`config.mk`:
```
export PLATFORM = sky130hd
export DESIGN_NAME = reorder_serial_tagger
export DESIGN_NICKNAME = d
export VERILOG_FILES = /design/src/rtl/reorder_serial_tagger.sv
export SDC_FILE = /design/constraint.sdc
export NUM_CORES = 1
export LEC_CHECK = 0
export ABC_CLOCK_PERIOD_IN_PS = 4300
export CAP_MARGIN = 20
export CORE_MARGIN = 1
export CORE_UTILIZATION = 41
export CTS_BUF_LIST = sky130_fd_sc_hd__clkbuf_4 sky130_fd_sc_hd__clkbuf_8
export CTS_CLUSTER_DIAMETER = 100
export DETAILED_ROUTE_END_ITERATION = 16
export PLACE_DENSITY = 0.75
export SLEW_MARGIN = 20
export SYNTH_ARGS = -nofsm -noshare
export SYNTH_HDL_FRONTEND = slang
export SYNTH_SLANG_ARGS = --single-unit
```
`constraint.sdc`:
```
create_clock -name clk -period 4.3 [get_ports clk]
set_input_delay 1.29 -clock clk [delete_from_list [all_inputs] [get_ports clk]]
set_output_delay 1.29 -clock clk [all_outputs]
set_load 0.02 [all_outputs]
```
`src/rtl/reorder_serial_tagger.sv`:
```
// Serial tagger in front of the shuffling fabric: stamps each accepted tuple with a
// wrapping serial number, limits in-flight tuples to the reorder depth, and drains on packet boundaries.
module reorder_serial_tagger #(
  parameter int DATA_WIDTH   = 64,
  parameter int DEPTH        = 512,
  parameter int SERIAL_WIDTH = $clog2(DEPTH)
) (
  input  logic                    clk,
  input  logic                    rst,
  input  logic [DATA_WIDTH-1:0]   in_data,
  input  logic                    in_keep,
  input  logic                    in_last,
  input  logic                    in_valid,
  output logic                    in_ready,
  output logic [DATA_WIDTH-1:0]   out_data,
  output logic                    out_keep,
  output logic                    out_last,
  output logic [SERIAL_WIDTH-1:0] out_tag,
  output logic                    out_valid,
  input  logic                    out_ready,
  input  logic                    retire_valid,
  input  logic                    drain_req,
  output logic                    drain_done,
  output logic [SERIAL_WIDTH:0]   outstanding,
  output logic                    err_underflow
);

  if (DEPTH > 2**SERIAL_WIDTH) begin : g_bad_width
    $error("reorder_serial_tagger: SERIAL_WIDTH too small for DEPTH");
  end

  localparam logic [SERIAL_WIDTH:0] DEPTH_C = (SERIAL_WIDTH+1)'(DEPTH);

  // Handshakes: a transfer happens on a port in every cycle where valid && ready;
  // valid never waits on ready, and a raised out_valid holds its payload until taken.
  typedef enum logic [1:0] {ST_RUN, ST_WAIT_LAST, ST_DRAIN, ST_DONE} state_e;

  state_e                  state_q, state_d;
  logic [DATA_WIDTH-1:0]   out_data_q, out_data_d;
  logic                    out_keep_q, out_keep_d;
  logic                    out_last_q, out_last_d;
  logic [SERIAL_WIDTH-1:0] out_tag_q, out_tag_d;
  logic                    out_valid_q, out_valid_d;
  logic [SERIAL_WIDTH-1:0] next_tag_q, next_tag_d;
  logic [SERIAL_WIDTH:0]   outstanding_q, outstanding_d;
  logic                    packet_open_q, packet_open_d;
  logic                    err_underflow_q, err_underflow_d;

  logic accept;
  logic retire_ok;
  logic accepting_state;

  assign accepting_state = (state_q == ST_RUN) || (state_q == ST_WAIT_LAST);
  // Only registers and out_ready feed in_ready, so a retire re-opens it one cycle later.
  assign in_ready  = accepting_state && (outstanding_q < DEPTH_C) && (!out_valid_q || out_ready);
  assign accept    = in_valid && in_ready;
  assign retire_ok = retire_valid && (outstanding_q != '0);

  always_comb begin
    out_data_d      = out_data_q;
    out_keep_d      = out_keep_q;
    out_last_d      = out_last_q;
    out_tag_d       = out_tag_q;
    out_valid_d     = out_valid_q;
    next_tag_d      = next_tag_q;
    packet_open_d   = packet_open_q;
    outstanding_d   = outstanding_q;
    err_underflow_d = err_underflow_q;

    if (accept) begin
      out_data_d    = in_data;
      out_keep_d    = in_keep;
      out_last_d    = in_last;
      out_tag_d     = next_tag_q;
      out_valid_d   = 1'b1;
      next_tag_d    = next_tag_q + SERIAL_WIDTH'(1);
      packet_open_d = !in_last;
    end else if (out_ready) begin
      out_valid_d = 1'b0;
    end

    case ({accept, retire_ok})
      2'b10:   outstanding_d = outstanding_q + (SERIAL_WIDTH+1)'(1);
      2'b01:   outstanding_d = outstanding_q - (SERIAL_WIDTH+1)'(1);
      default: outstanding_d = outstanding_q;
    endcase

    if (retire_valid && (outstanding_q == '0)) begin
      err_underflow_d = 1'b1;
    end
  end

  always_comb begin
    state_d = state_q;
    case (state_q)
      ST_RUN: begin
        // packet_open_d already includes an accept happening this cycle.
        if (drain_req) begin
          state_d = packet_open_d ? ST_WAIT_LAST : ST_DRAIN;
        end
      end
      ST_WAIT_LAST: begin
        if (accept && in_last) begin
          state_d = ST_DRAIN;
        end
      end
      ST_DRAIN: begin
        if ((outstanding_q == '0) && !out_valid_q) begin
          state_d = ST_DONE;
        end
      end
      ST_DONE: state_d = ST_RUN;
      default: state_d = ST_RUN;
    endcase
  end

  always_ff @(posedge clk) begin
    if (rst) begin
      state_q         <= ST_RUN;
      out_data_q      <= '0;
      out_keep_q      <= 1'b0;
      out_last_q      <= 1'b0;
      out_tag_q       <= '0;
      out_valid_q     <= 1'b0;
      next_tag_q      <= '0;
      packet_open_q   <= 1'b0;
      outstanding_q   <= '0;
      err_underflow_q <= 1'b0;
    end else begin
      state_q         <= state_d;
      out_data_q      <= out_data_d;
      out_keep_q      <= out_keep_d;
      out_last_q      <= out_last_d;
      out_tag_q       <= out_tag_d;
      out_valid_q     <= out_valid_d;
      next_tag_q      <= next_tag_d;
      packet_open_q   <= packet_open_d;
      outstanding_q   <= outstanding_d;
      err_underflow_q <= err_underflow_d;
    end
  end

  assign out_data      = out_data_q;
  assign out_keep      = out_keep_q;
  assign out_last      = out_last_q;
  assign out_tag       = out_tag_q;
  assign out_valid     = out_valid_q;
  assign outstanding   = outstanding_q;
  assign err_underflow = err_underflow_q;
  assign drain_done    = (state_q == ST_DONE);

endmodule

```
After elaboration in Yosys (flattened, before gate mapping):

Cells that the tools add are included.

* input port bits: 72
* logic and storage cells: 48
* bits in registers: 99
* output and inout bits: 89

* equal/unequal tests: 8
* muxes and demuxes: 9
* magnitude comparators: 1
* add/sub/neg operators: 3
* reductions and logical operators: 17

Operator list (count)
* $pmux 10 s2: 1
* $add 10x1->10 const B: 1
* $logic_not 10->1: 1
* $lt 10x10->1 const B: 1
* $reduce_bool 10->1: 1
* $sub 10x1->10 const B: 1
* $add 9x1->9 const B: 1
* $mux 2: 4
* $pmux 2 s4: 1
* $logic_and 1x1->1: 7
* $eq 2x2->1 const B: 3
* $eq 2x1->1 const B: 2
* $ne 2x2->1 const B: 2
* $reduce_bool 2->1: 2
* $mux 1: 3
* $reduce_and 3->1: 1
* $logic_not 1->1: 2
* $logic_not 2->1: 1
* $logic_or 1x1->1: 2
* $ne 2x1->1 const B: 1

Logic depth before layout (Yosys ltp):

* depth in word-level cells: 9
* mapped depth: 18
* depth with buffers taken out: 13

Worst setup path after synthesis:

No wires, ideal clock.

* path type: input port to flip-flop
* start: input port out_ready
* end: register outstanding_q[6], in the netlist outstanding[6]
* buffers on the path: 5
* setup time: 0.121 ns
* stages: 16
* data required time: 4.179 ns
* arrival time: 4.470 ns
* path slack: -0.291 ns
* cells stage by stage: nand2b_1 -> and4_1 -> buf_2 -> inv_2 -> clkbuf_1 -> ha_1 -> clkbuf_1 -> buf_2 -> buf_2 -> xor2_1 -> ha_1 -> a21boi_0 -> o22ai_1 -> or3_1 -> a31oi_1 -> mux2_2

* cells in the longest elaborated chain, start to end: 5
* elaborated cells between the ends (all ways): 7
* those cells by class: eq/ne: 2; mux: 1; reduce/logical: 4

RTL lines
* from (decl): RTL line 20 `input logic out_ready,`
* $logic_or 1x1->1 *: RTL line 55 `assign in_ready = accepting_state && (outstanding_q < DEPTH_C) && (!out_valid_q || out_ready);`
* $logic_and 1x1->1 *: RTL line 55
* $logic_and 1x1->1 *: RTL line 56 `assign accept = in_valid && in_ready;`
* $eq 2x1->1 / $eq 2x2->1 (equally long branches): RTL line 82 `case ({accept, retire_ok})`
* $pmux 10 s2 / $reduce_bool 2->1 (equally long branches)
* to (signal assigned): RTL line 138 `outstanding_q <= outstanding_d;`
* to (decl): RTL line 45 `logic [SERIAL_WIDTH:0] outstanding_q, outstanding_d;`

Mark *: on every way between the ends. The rest lies on a longest branch, timed or not.
A chain may end at the register's enable or synchronous reset.

Worst setup path after layout:

* start: input port out_ready
* end: output port in_ready

* cells in the longest elaborated chain, start to end: 2

RTL lines
* $logic_or 1x1->1: RTL line 55
* $logic_and 1x1->1: RTL line 55
* to (decl): RTL line 14 `output logic in_ready,`

Every way passes these cells.

==> flow_summary.toml <==
[logic_synthesis]
syn-num-nets = 608
ys_types = 59
synth-compound-area-share_pct = 16.26
synth_cells = 527
synth_flop_cell = "dfxtp_1"
ys_seq_area_share_pct = 46.59
netlist_area_mm2 = 0.004254
yosysWarnings = 0
synth-simple-area-share_pct = 24.76
synth_edf_count = 0
synth-xor-area-share_pct = 2.471
synth_top_family_by_area = "simple AND/OR/NAND/NOR gates"
yosys_register_bits = 99
synthMuxAreaShare_pct = 1.265
synthAdderAreaFrac_pct = 2.647
synthArstFlopShare_pct = 0
syn_avg_cell_area_um2 = 8.072

[floorplanning]
die_area_mm2 = 0.01079
row_count = 36
die_x_um = 103.9
start_util_pct = 42.93
ios = 161
die_h_um = 103.9
core_mm2 = 0.009910

[worst_hold_path]
hold_depth = 2
hp-class = "register to register"
worstHoldStart = "out_data[10]"
whs_endpoint = "out_data[10]"

[clock_network]
tritoncts = "done"
cts_buffer_depth = 2
cts_sinks = 99
cts_setup_buffers = 0
clkTransAtPathRegs_ns = 0.08
cts-resized-gates = 0
cts_buffers = 9
cts-htree-levels = 3
clkLatencyLatePin_ns = 0.36
root_buffer = "clkbuf_8"
ctsHoldBuffers = 0

[critical_path]
cpLargestDelayFamily = "buffers and inverters"
critPathBufInv = 2
critPathSlowestCell = "clkdlybuf4s50_1"
cp_cell_sequence = "clkdlybuf4s50_1, nand2b_1, and3_1, clkdlybuf4s50_1"
path_class = "input pin to output port"
worstReg2RegStart = "state_q[0]"
end_kind = "output port"
crit_path_max_fanout = 4
cp.arrival_ns = 2.67
timing.rr.end = "outstanding[6]"
cpMostUsedCell = "clkdlybuf4s50_1"
worstPathRequired_ns = 3.01
cp-start-kind = "input pin"
slowest_delay_ns = 0.60
rrSetupSlack_ns = 1.03
r2r_cells = 13

[power_and_ir_drop]
irDropWorstVdd_v = 0.0006166
total_power_w = 0.003817
p_leak_nw = 2.158
p_per_area_mw_per_mm2 = 634.7

[routing]
drt.antenna.violating_nets = 0
drc_errors = 0
first_pass_iters = 4
highest-signal-layer = "met4"
met2_length_um = 5208
first_iter_violations = 189
vias = 4040
viasPerCell = 5.050
wl_per_cell_um = 13.98
routedLengthMet1_um = 5147
drt-total-wl_um = 11180
wl_met3_um = 768

[placed_design]
place_area_mm2 = 0.005841
io_buffers = 160
placed_cells = 785
place.gp.congestion = 0.8760
dp_hpwl_um = 7425

[timing]
rsz0062_at_grt = "no"
setup_viol = 0
hold_viol = 0
period_needed_ns = 3.960
period_share_pct = 92.09
skew_ns = 0.01361
max_freq_ghz = 0.2525
worst_pin_slew_ns = 0.8443
maxSlewViolCount = 0
finalSetupTns_ns = 0
whs_ns = 0.4551
max_slew_margin_pct = 43.71

[finish]
final_cells = 800
drive_gt1_share_pct = 5.397
stdcell_area_mm2 = 0.006015
antenna_cells = 0
final_nets = 744
syn_to_final_growth_pct = 41.38

[grt]
first_global_vias = 3792
grt_first_pass_wirelength_um = 18260
grt_usage_pct = 20.61
grt_max_degree = 86
gr-total-overflow = 0
antenna_found_initial = 0

[status]
outcome = "finished, final reports clean"

[run]
cap_viol_max_count = 0
## stage by stage
| stage | util [%] | setup WS, ns |
|---|---|---|
| final | 60.69 | 0.3400 |
| after CTS | 60.69 | 0.3445 |
| after global routing | 60.69 | 0.2609 |
| after floorplan | - | 0.03403 |
| after global placement | 58.94 | 0.1386 |
| after detailed placement | 58.94 | 0.08899 |
## placed cells by master (no fill, tap or decap), drive strengths merged, types with 2 or more instances in the layout
cell and instances:
nand3 4, ha 9, nand2 156, mux2 3, xor2 11, a211oi 3, nand3b 2, clkdlybuf4s50 159
and3 2, clkbuf 10, a31oi 4, or3 6, clkinv 3, nor2 22, nor4 4, and2 2
a21oi 89, and4 2, nor2b 5, nand2b 5, o21ai 7, nand4 8, o211ai 2, a2111oi 2
nand4b 2, inv 10, a41oi 2, dfxtp 99, or4 2, mux2i 2, buf 7, nor3 4
## final cells by class
type	instances	area (µm²)
clock buffer	10	137.6
clock inverter	5	36.28
fill	884	3895
inverter	8	30.03
multi-input combinational	379	2018
sequential	99	1982
tap	133	166.4
timing repair buffer	166	1644
## registers in the layout, summed over array words and instances (netlist names)
signal,flops
out_data,64
state_q,2
out_last,1
out_valid,1
out_tag,9
outstanding,10
next_tag_q,9
packet_open_q,1
err_underflow,1
out_keep,1
## worst reg2reg max path, cell delays in order (launching register included)
cell,delay (ns)
dfxtp_1,0.39
inv_1,0.10
ha_1,0.22
or2_2,0.29
and4_2,0.25
inv_2,0.07
ha_1,0.19
xor2_1,0.18
ha_1,0.22
a21boi_0,0.21
o22ai_1,0.14
or3_1,0.37
a31oi_1,0.18
mux2_2,0.34
## routing by layer
layer	track usage (%)	vias to the layer above
li1	-	2040
met5	0	-
met1	25.65	1851
met3	6.642	5
met4	5.408	0
met2	34.29	144
## synth_stat cells (4+ instances only)
cell type    n  share of area (%)
ha_1         9                2.6
a21oi_1     88                 10
nand4_1      8                1.2
clkbuf_1    25                2.2
nor2_1      22                1.9
a31oi_1      4               0.59
nand2b_1     5               0.74
dfxtp_1     99                 47
nand3_1      4               0.47
nor2b_1      5               0.74
nand2_1    156                 14
clkbuf_8     4                1.3
inv_1        7               0.62
o21ai_0      7               0.82
buf_2        7               0.82
or3_1        5               0.74
xor2_1      11                2.3
## logic make-up after synthesis
family	after synthesis
buf+inv	49
mux	5
xor+xnor	12
flops	99
fa+ha+maj	9
compound gates	121
simple gates	232
## worst max path at each step
stage / startpoint / endpoint / slack (ns) / cells after the start
global route: out_ready / outstanding[4] / 0.26 / 12
detailed placement: out_ready / outstanding[6] / 0.09 / 12
floorplan: out_ready / outstanding[6] / 0.03 / 16
CTS: out_ready / in_ready / 0.34 / 4
finish: out_ready / in_ready / 0.34 / 4
global placement: out_ready / outstanding[6] / 0.14 / 12
## report_power, final
part | internal [W] | switching [W]
Clock | 0.000227 | 0.000325
Sequential | 0.00112 | 0.000207
Combinational | 0.000825 | 0.00112
Power figures use the tool's default switching activity.
